==> src/rtl/rr_bus_mux_pkg.sv <==
// Constants shared by the bus-family blocks: packet state encodings and
// the supported channel-count limits.
package rr_bus_mux_pkg;

   typedef enum logic [0:0] {
      ST_IDLE   = 1'b0,
      ST_LOCKED = 1'b1
   } bus_state_e;

   localparam int BUS_MIN_N = 2;
   localparam int BUS_MAX_N = 32;

endpackage

==> src/rtl/rr_bus_mux_pick.sv <==
// Combinational round-robin search: first asserted req at ptr, ptr+1, ...
// wrapping modulo N (N is a power of two, so the SEL_W-bit add wraps).
module rr_priority_pick #(
   parameter int N     = 8,
   parameter int SEL_W = 3
) (
   input  logic [N-1:0]     req,
   input  logic [SEL_W-1:0] ptr,
   output logic [SEL_W-1:0] gnt_id,
   output logic             gnt_vld
);

   logic [SEL_W-1:0] idx;

   always_comb begin
      gnt_vld = 1'b0;
      gnt_id  = ptr;
      idx     = '0;
      for (int k = 0; k < N; k++) begin
         idx = ptr + SEL_W'(k);
         if (!gnt_vld && req[idx]) begin
            gnt_vld = 1'b1;
            gnt_id  = idx;
         end
      end
   end

endmodule

==> src/rtl/rr_bus_mux.sv <==
// N-channel packet mux into a single registered output beat, with
// round-robin or legacy sel-driven arbitration and per-packet locking.
//
//  state     | meaning
//  ----------+--------------------------------------------------------
//  ST_IDLE   | no packet open; arbitrate (round-robin or manual sel)
//  ST_LOCKED | packet open on grant_id; only that channel is served
module rr_bus_mux #(
   parameter int WIDTH = 32,
   parameter int N     = 8,
   parameter int SEL_W = 3
) (
   input  logic               clock,
   input  logic               reset_n,
   input  logic [N*WIDTH-1:0] in_data,
   input  logic [N-1:0]       in_valid,
   input  logic [N-1:0]       in_last,
   output logic [N-1:0]       in_ready,
   input  logic               manual,
   input  logic [SEL_W-1:0]   sel,
   output logic [WIDTH-1:0]   out_data,
   output logic               out_valid,
   output logic               out_last,
   input  logic               out_ready,
   output logic [SEL_W-1:0]   grant_id
);

   import rr_bus_mux_pkg::*;

   bus_state_e       state_q, state_d;
   logic [SEL_W-1:0] ptr_q;
   logic [SEL_W-1:0] pick_id;
   logic             pick_vld;
   logic [SEL_W-1:0] cur_id;
   logic             cur_en;
   logic             can_load;
   logic             accept;
   logic [N-1:0]     ready_vec;
   logic [WIDTH-1:0] cur_data;
   logic             cur_last;

   rr_priority_pick #(
      .N     (N),
      .SEL_W (SEL_W)
   ) u_pick (
      .req     (in_valid),
      .ptr     (ptr_q),
      .gnt_id  (pick_id),
      .gnt_vld (pick_vld)
   );

   // Current grant target: manual/sel are only looked at while idle.
   always_comb begin
      cur_id = grant_id;
      cur_en = 1'b0;
      case (state_q)
         ST_IDLE: begin
            if (manual) begin
               cur_id = sel;
               cur_en = in_valid[sel];
            end else begin
               cur_id = pick_id;
               cur_en = pick_vld;
            end
         end
         ST_LOCKED: begin
            cur_id = grant_id;
            cur_en = 1'b1;
         end
         default: begin
            cur_id = grant_id;
            cur_en = 1'b0;
         end
      endcase
   end

   assign can_load = !out_valid || out_ready;

   always_comb begin
      ready_vec = '0;
      cur_data  = '0;
      cur_last  = 1'b0;
      for (int i = 0; i < N; i++) begin
         if (cur_id == SEL_W'(i)) begin
            ready_vec[i] = reset_n && can_load && cur_en;
            cur_data     = in_data[i*WIDTH +: WIDTH];
            cur_last     = in_last[i];
         end
      end
   end

   assign in_ready = ready_vec;
   assign accept   = |(ready_vec & in_valid);

   always_comb begin
      state_d = state_q;
      if (accept) begin
         state_d = cur_last ? ST_IDLE : ST_LOCKED;
      end
   end

   always_ff @(posedge clock) begin
      if (!reset_n) begin
         state_q <= ST_IDLE;
      end else begin
         state_q <= state_d;
      end
   end

   always_ff @(posedge clock) begin
      if (!reset_n) begin
         out_data  <= '0;
         out_valid <= 1'b0;
         out_last  <= 1'b0;
         grant_id  <= '0;
         ptr_q     <= '0;
      end else if (accept) begin
         out_data  <= cur_data;
         out_valid <= 1'b1;
         out_last  <= cur_last;
         grant_id  <= cur_id;
         if (cur_last) begin
            ptr_q <= cur_id + SEL_W'(1);
         end
      end else if (out_ready) begin
         out_valid <= 1'b0;
      end
   end

endmodule

==> config.mk <==
export PLATFORM = sky130hd
export DESIGN_NAME = rr_bus_mux
export DESIGN_NICKNAME = d
export VERILOG_FILES = /design/src/rtl/rr_bus_mux_pkg.sv /design/src/rtl/rr_bus_mux_pick.sv /design/src/rtl/rr_bus_mux.sv
export SDC_FILE = /design/constraint.sdc
export NUM_CORES = 1
export LEC_CHECK = 0
export BUFFER_PORTS_ARGS = -buffer_cell sky130_fd_sc_hd__buf_2
export CORE_AREA = 2 2 124 126
export DETAILED_ROUTE_END_ITERATION = 16
export DIE_AREA = 0 0 126 128
export GPL_TIMING_DRIVEN = 0
export PLACE_DENSITY = 0.7
export SLEW_MARGIN = 30
export SYNTH_ARGS = -nofsm -noshare
export SYNTH_HDL_FRONTEND = slang
export SYNTH_SLANG_ARGS = --single-unit
==> constraint.sdc <==
create_clock -name clock -period 5.5 [get_ports clock]
set_input_delay 0.825 -clock clock [delete_from_list [all_inputs] [get_ports clock]]
set_output_delay 0.825 -clock clock [all_outputs]
set_load 0.005 [all_outputs]
After elaboration in Yosys (flattened, before gate mapping)
Cells that the tools add are included.
{"block": "classes", "addsub": 8, "n_mul": 0, "div_mod_pow": 0, "order_cmp": 9, "n_eq_ne": 7, "shift": 0, "n_mux": 64, "bitwise": 2, "n_reduce_logical": 22}
{"op": "$mux W32", "n": 8}
{"op": "$mux W1", "n": 37}
{"op": "$lt A3 B4 Y1 const B", "n": 9}
{"op": "$bmux W1 S3", "n": 9}
{"op": "$mux W3", "n": 8}
{"op": "$add A3 B3 Y3 const B", "n": 4}
{"op": "$eq A3 B3 Y1 const B", "n": 4}
{"op": "$logic_and A1 B1 Y1", "n": 9}
{"op": "$and A8 B8 Y8", "n": 1}
{"op": "$logic_not A1 Y1", "n": 8}
{"op": "$reduce_or A8 Y1", "n": 1}
{"op": "$add A3 B1 Y3 const B", "n": 2}
{"op": "$add A3 B2 Y3 const B", "n": 2}
{"op": "$eq A3 B2 Y1 const B", "n": 2}
{"op": "$pmux W3 S2", "n": 1}
{"op": "$eq A3 B1 Y1 const B", "n": 1}
{"op": "$logic_not A3 Y1", "n": 1}
{"op": "$pmux W1 S2", "n": 1}
{"op": "$reduce_and A2 Y1", "n": 1}
{"op": "$reduce_bool A2 Y1", "n": 1}
{"op": "$logic_or A1 B1 Y1", "n": 1}
{"op": "$not A1 Y1", "n": 1}
{"block": "word_totals", "register_bits": 41, "latchBits": 0, "ram_bits": 0, "mem_bits_ro": 0, "input_bits": 279, "out_inout_bits": 45, "elab_cells": 118, "memories": 0}

Longest topological paths before layout
{"block": "depth", "depth_word": 36, "ltp_mapped": 25, "ltp_nobuf": 20}

Cells and area by module
From an unflattened synthesis, not the netlist that was laid out.
{"block": "hier_totals", "cells_unflattened": 805, "area_unflattened_um2": 5462.7}
{"module": "rr_bus_mux", "instances": 1, "cells_per_inst": 708, "area_per_inst_um2": 4595.7}
{"module": "rr_priority_pick", "instances": 1, "cells_per_inst": 97, "area_per_inst_um2": 867.1}

Least setup slack after synthesis
No wires, ideal clock.
{"block": "synth_path", "path_type": "reg2out", "startpoint": "register ptr_q[0]", "endpoint": "output port in_ready[1]", "t_arrival_ns": 4.177, "slack_ns": 0.498, "path_stages_with_launch": 18, "cell_sequence": "dfxtp_1 > buf_2 > inv_1 > ha_1 > buf_6 > mux2_2 > mux4_2 > nor4b_1 > o211ai_1 > nand2_1 > a21oi_1 > o221ai_1 > o2bb2ai_1 > ha_1 > clkbuf_1 > buf_1 > buf_1 > and3_1"}
{"block": "synth_via", "elab_chain_cells": 28, "elab_cells_between_ends": 59, "classes_between": "add/sub (7); eq/ne (1); mux (36); reduce/logical (15)"}
{"item": "start, declared", "line": "rr_bus_mux.sv:31", "rtl": "logic [SEL_W-1:0] ptr_q;"}
{"item": "start signal, assigned", "line": "rr_bus_mux.sv:123", "rtl": "ptr_q <= cur_id + SEL_W'(1);"}
{"item": "branches (longest 27 deep; another with $add A3 B1 Y3)"}
{"item": "$mux W1 (*)", "line": "rr_bus_mux.sv:84", "rtl": "if (cur_id == SEL_W'(i)) begin"}
{"item": "end, declared", "line": "rr_bus_mux.sv:18", "rtl": "output logic [N-1:0] in_ready,"}
Mark *: on every way between the ends. The select of a mux whose other input is x is not followed.

Final worst setup path
{"block": "layout_path", "startpoint": "register ptr_q[1]", "endpoint": "register out_data[13]"}
{"block": "layout_via", "elab_chain_cells": 35, "elab_cells_between_ends": 83, "classes_between": "add/sub (7); eq/ne (7); mux (51); bitwise (1); reduce/logical (17)"}
{"item": "branches (longest 35 deep; another with $add A3 B1 Y3)"}
{"item": "end signal, assigned", "line": "rr_bus_mux.sv:118", "rtl": "out_data <= cur_data;"}
{"item": "end, declared", "line": "rr_bus_mux.sv:21", "rtl": "output logic [WIDTH-1:0] out_data,"}
Parallel ways; which one is timed is not known. The select of a mux whose other input is x is not followed.
A chain may end at the register's enable or synchronous reset.

==> run_results.csv <==
group,metric,value,unit
setup_path,arrival,5.59,ns
clocking,cts_buffer_depth,2,
global_routing,met1_usage,0.397,
clocking,tritoncts,"done",
power_and_ir_drop,leakagePower,3.56,nW
run_status,outcome,"completed",
global_routing,busiest_layer,"met2",
sta,max_freq,186,MHz
clocking,cts_root_buf,"clkbuf_16",
synth,synth_flop_cell,"dfxtp_1",
sta,skew,0.00369,ns
route,drc,0,
synth,synth_edf_count,0,
setup_path,slowest_stage,"nor4_2",
clocking,cts_max_level,2,
setup_path,critPathRequiredTime,5.71,ns
power_and_ir_drop,p_comb_frac,0.845,
power_and_ir_drop,power_frac_clock,0.065,
route,via_per_inst,5.76,
layout,finalNonFillerCells,1267,
layout,fin_nets,1362,
route,drt-wirelength-per-cell,20.8,um
setup_path,critPathMaxFanout,10,
placed_design,dp_hpwl,20700,um
placed_design,dp_cells,1238,
sta,post-route-period-util,0.977,
floorplan,initial_core_util,0.369,
layout,layout_common_cells,"buf_2, nand2_1, nor2_1",
floorplan,core,0.0149,sq mm
placed_design,gp_congestion,0.921,
route,drt_iter0_drc,551,
sta,slew_headroom,0.495,
floorplan,die_x,126,um
setup_path,r2r_cells,20,
synth,ys_types,68,
sta,setup_viol,0,
global_routing,gr-total-overflow,0,
min_path,min_path_cells,2,
synth,syn_area_per_cell,7.52,sq um
setup_path,crit_top_cell,"buf_6",
setup_path,crit_type,"flip-flop to flip-flop",
synth,ys_seq_area_frac,0.150,
placed_design,io_buffers,321,
global_routing,grt_pass1_wl,38200,um
synth,ys_warn_count,0,
global_routing,use_met2,0.512,
clocking,cts_buffers,5,
synth,syn_inst,729,
sta,fin_crit,5.38,ns
global_routing,grtUsageMet3,0.0492,
floorplan,rows,45,
power_and_ir_drop,power.density,599,mW/mm^2
synth,synthArstFlopShare,0,
floorplan,dieArea,0.0161,sq mm
setup_path,setup.worst_path.start_class,"flip-flop",
power_and_ir_drop,seqPwrFrac,0.090,
synth,synth_area,0.00548,sq mm
job,cap_violations,0,
synth,synth-seq-cells,41,
setup_path,crit_chain,"buf_6, clkinvlp_4, ha_1, buf_6, buf_12, mux2i_1, mux4_2, a32oi_2, nor3_1, nor4_2, o21ai_2, buf_6, buf_4, ha_2, or3_1, o32a_2, buf_2, o221ai_1, o211ai_1, a211oi_1",
floorplan,die_y,128,um
clocking,clk_latency,0.30,ns
global_routing,antenna_found_initial,3,
sta,hold_viol,0,
layout,synthToLayoutAreaGrowth,43.9,%
route,totalWireLength,26300,um
synth,syn-num-nets,1016,
sta,slew_viol_final,0,
power_and_ir_drop,power_switching,2.53,mW
route,ant_nets,0,
route,vias,7303,
layout,nFillCells,1577,
floorplan,num_io_pins,324,
layout,layout_commonest_cell,"buf_2",
placed_design,dp_slack,-0.829,ns
power_and_ir_drop,p_int,2.19,mW
clocking,cts.sinks,41,
clocking,path_clk_slew,0.06,ns
setup_path,critPathMaxStageDelay,0.56,ns
global_routing,grt.total_usage,0.303,
layout,layout-drive-gt1-share,0.440,
sta,fin_hold_ws,0.478,ns
route,drt_first_pass_iters,5,
sta,setup_slack,0.124,ns
sta,worstMarginPinSlew,0.757,ns
power_and_ir_drop,vdd_ir_drop_max,252,uV
setup_path,cp-end-kind,"flip-flop",
power_and_ir_drop,p_sw_frac,0.536,
global_routing,grt_pass1_vias,6788,
global_routing,grt_max_degree,12,
min_path,hold_path.class,"flip-flop to flip-flop",
-- stage by stage --
stage / power, mW / setup TNS (ns) / utilization / area, sq um
floorplan: 2.99 / 0 / - / 5480
global placement: 4.01 / -22.14 / 0.493 / 7320
detailed placement: 4.05 / -27.13 / 0.493 / 7320
CTS: 4.46 / 0 / 0.511 / 7590
global route: 5.06 / -1.17 / 0.530 / 7880
finish: 4.72 / 0 / 0.531 / 7890
-- critical path, delay by kind of cell (launching register included) --
family | cells | cell delay [ns]
fa+ha+maj | 2 | 0.50
mux | 2 | 0.68
compound gates | 6 | 1.56
simple gates | 3 | 1.06
buf+inv | 7 | 1.13
flops | 1 | 0.34
-- cell type report --
class                   instances  area, sq um  area share
diodes                          4         10.0     0.00127
plain buffers                  77          526      0.0666
clock buffers                   7          143      0.0181
inverters                      16         71.3     0.00904
multi-input cells             595         4340       0.550
flip-flops and latches         41          822       0.104
well taps                     188          235      0.0298
repair buffers                339         1740       0.221
-- Yosys cell counts, drive strengths merged, types with 3 or more instances --
| master | n | area, sq um |
|---|---|---|
| nand2 | 87 | 329 |
| nor2 | 80 | 303 |
| a21oi | 75 | 375 |
| mux2i | 42 | 420 |
| buf | 41 | 278 |
| dfxtp | 41 | 821 |
| and3 | 38 | 238 |
| clkbuf | 36 | 138 |
| o211ai | 34 | 260 |
| a211oi | 33 | 248 |
| nand2b | 33 | 206 |
| o221ai | 33 | 289 |
| a2111oi | 31 | 333 |
| mux4 | 16 | 372 |
| inv | 15 | 56.3 |
| mux2 | 12 | 135 |
| ha | 8 | 100 |
| o21ai | 8 | 47.6 |
| nor3 | 7 | 40.0 |
| nand3 | 6 | 30.0 |
| a31oi | 3 | 18.8 |
| and2 | 3 | 18.8 |
| and4 | 3 | 28.8 |
| nor4 | 3 | 40.0 |
| o211a | 3 | 30.0 |
| o31ai | 3 | 22.5 |
| xnor2 | 3 | 26.3 |
-- cell families after synthesis --
logic type / count (synthesis) / share of synthesized area
xor+xnor: 4 / 0.00639
compound gates: 246 / 0.335
simple gates: 267 / 0.234
flops: 41 / 0.150
mux: 70 / 0.169
fa+ha+maj: 8 / 0.0183
buf+inv: 93 / 0.0867
-- layer usage --
layer,part of all wire,up-vias
met5,0,-
met4,0.026,0
met3,0.075,48
met2,0.49,378
met1,0.41,3401
li1,-,3476
-- power groups by stage --
stage | combinational, mW | sequential [mW] | clock [mW]
2_1_floorplan | 2.56 | 0.429 | 0
3_3_place_gp | 3.59 | 0.424 | 0
3_5_place_dp | 3.62 | 0.427 | 0
4_1_cts | 3.72 | 0.422 | 0.312
5_1_grt | 4.30 | 0.432 | 0.325
6_report | 3.99 | 0.424 | 0.309
-- flip-flops by register name (all words and copies together), names as in the netlist --
register,cells
ptr_q,3
out_last,1
grant_id,3
out_valid,1
state_q,1
out_data,32
-- worst paths after layout --
path,start,end,slack (ns)
worst max-delay path,ptr_q[1],out_data[13],0.12
worst min-delay path,out_last,out_last,0.48
worst max register to register,ptr_q[1],out_data[13],0.12
worst min register to register,out_last,out_last,0.48
-- timing repair --
item | CTS | global route
gates resized for setup | 38 | 63
buffers inserted | 3 | 15
hold endpoints to repair | 0 | 0
setup endpoints to repair | 49 | 49
hold buffers | 0 | 0
pin swaps | 2 | 11
Power figures use the tool's default switching activity.
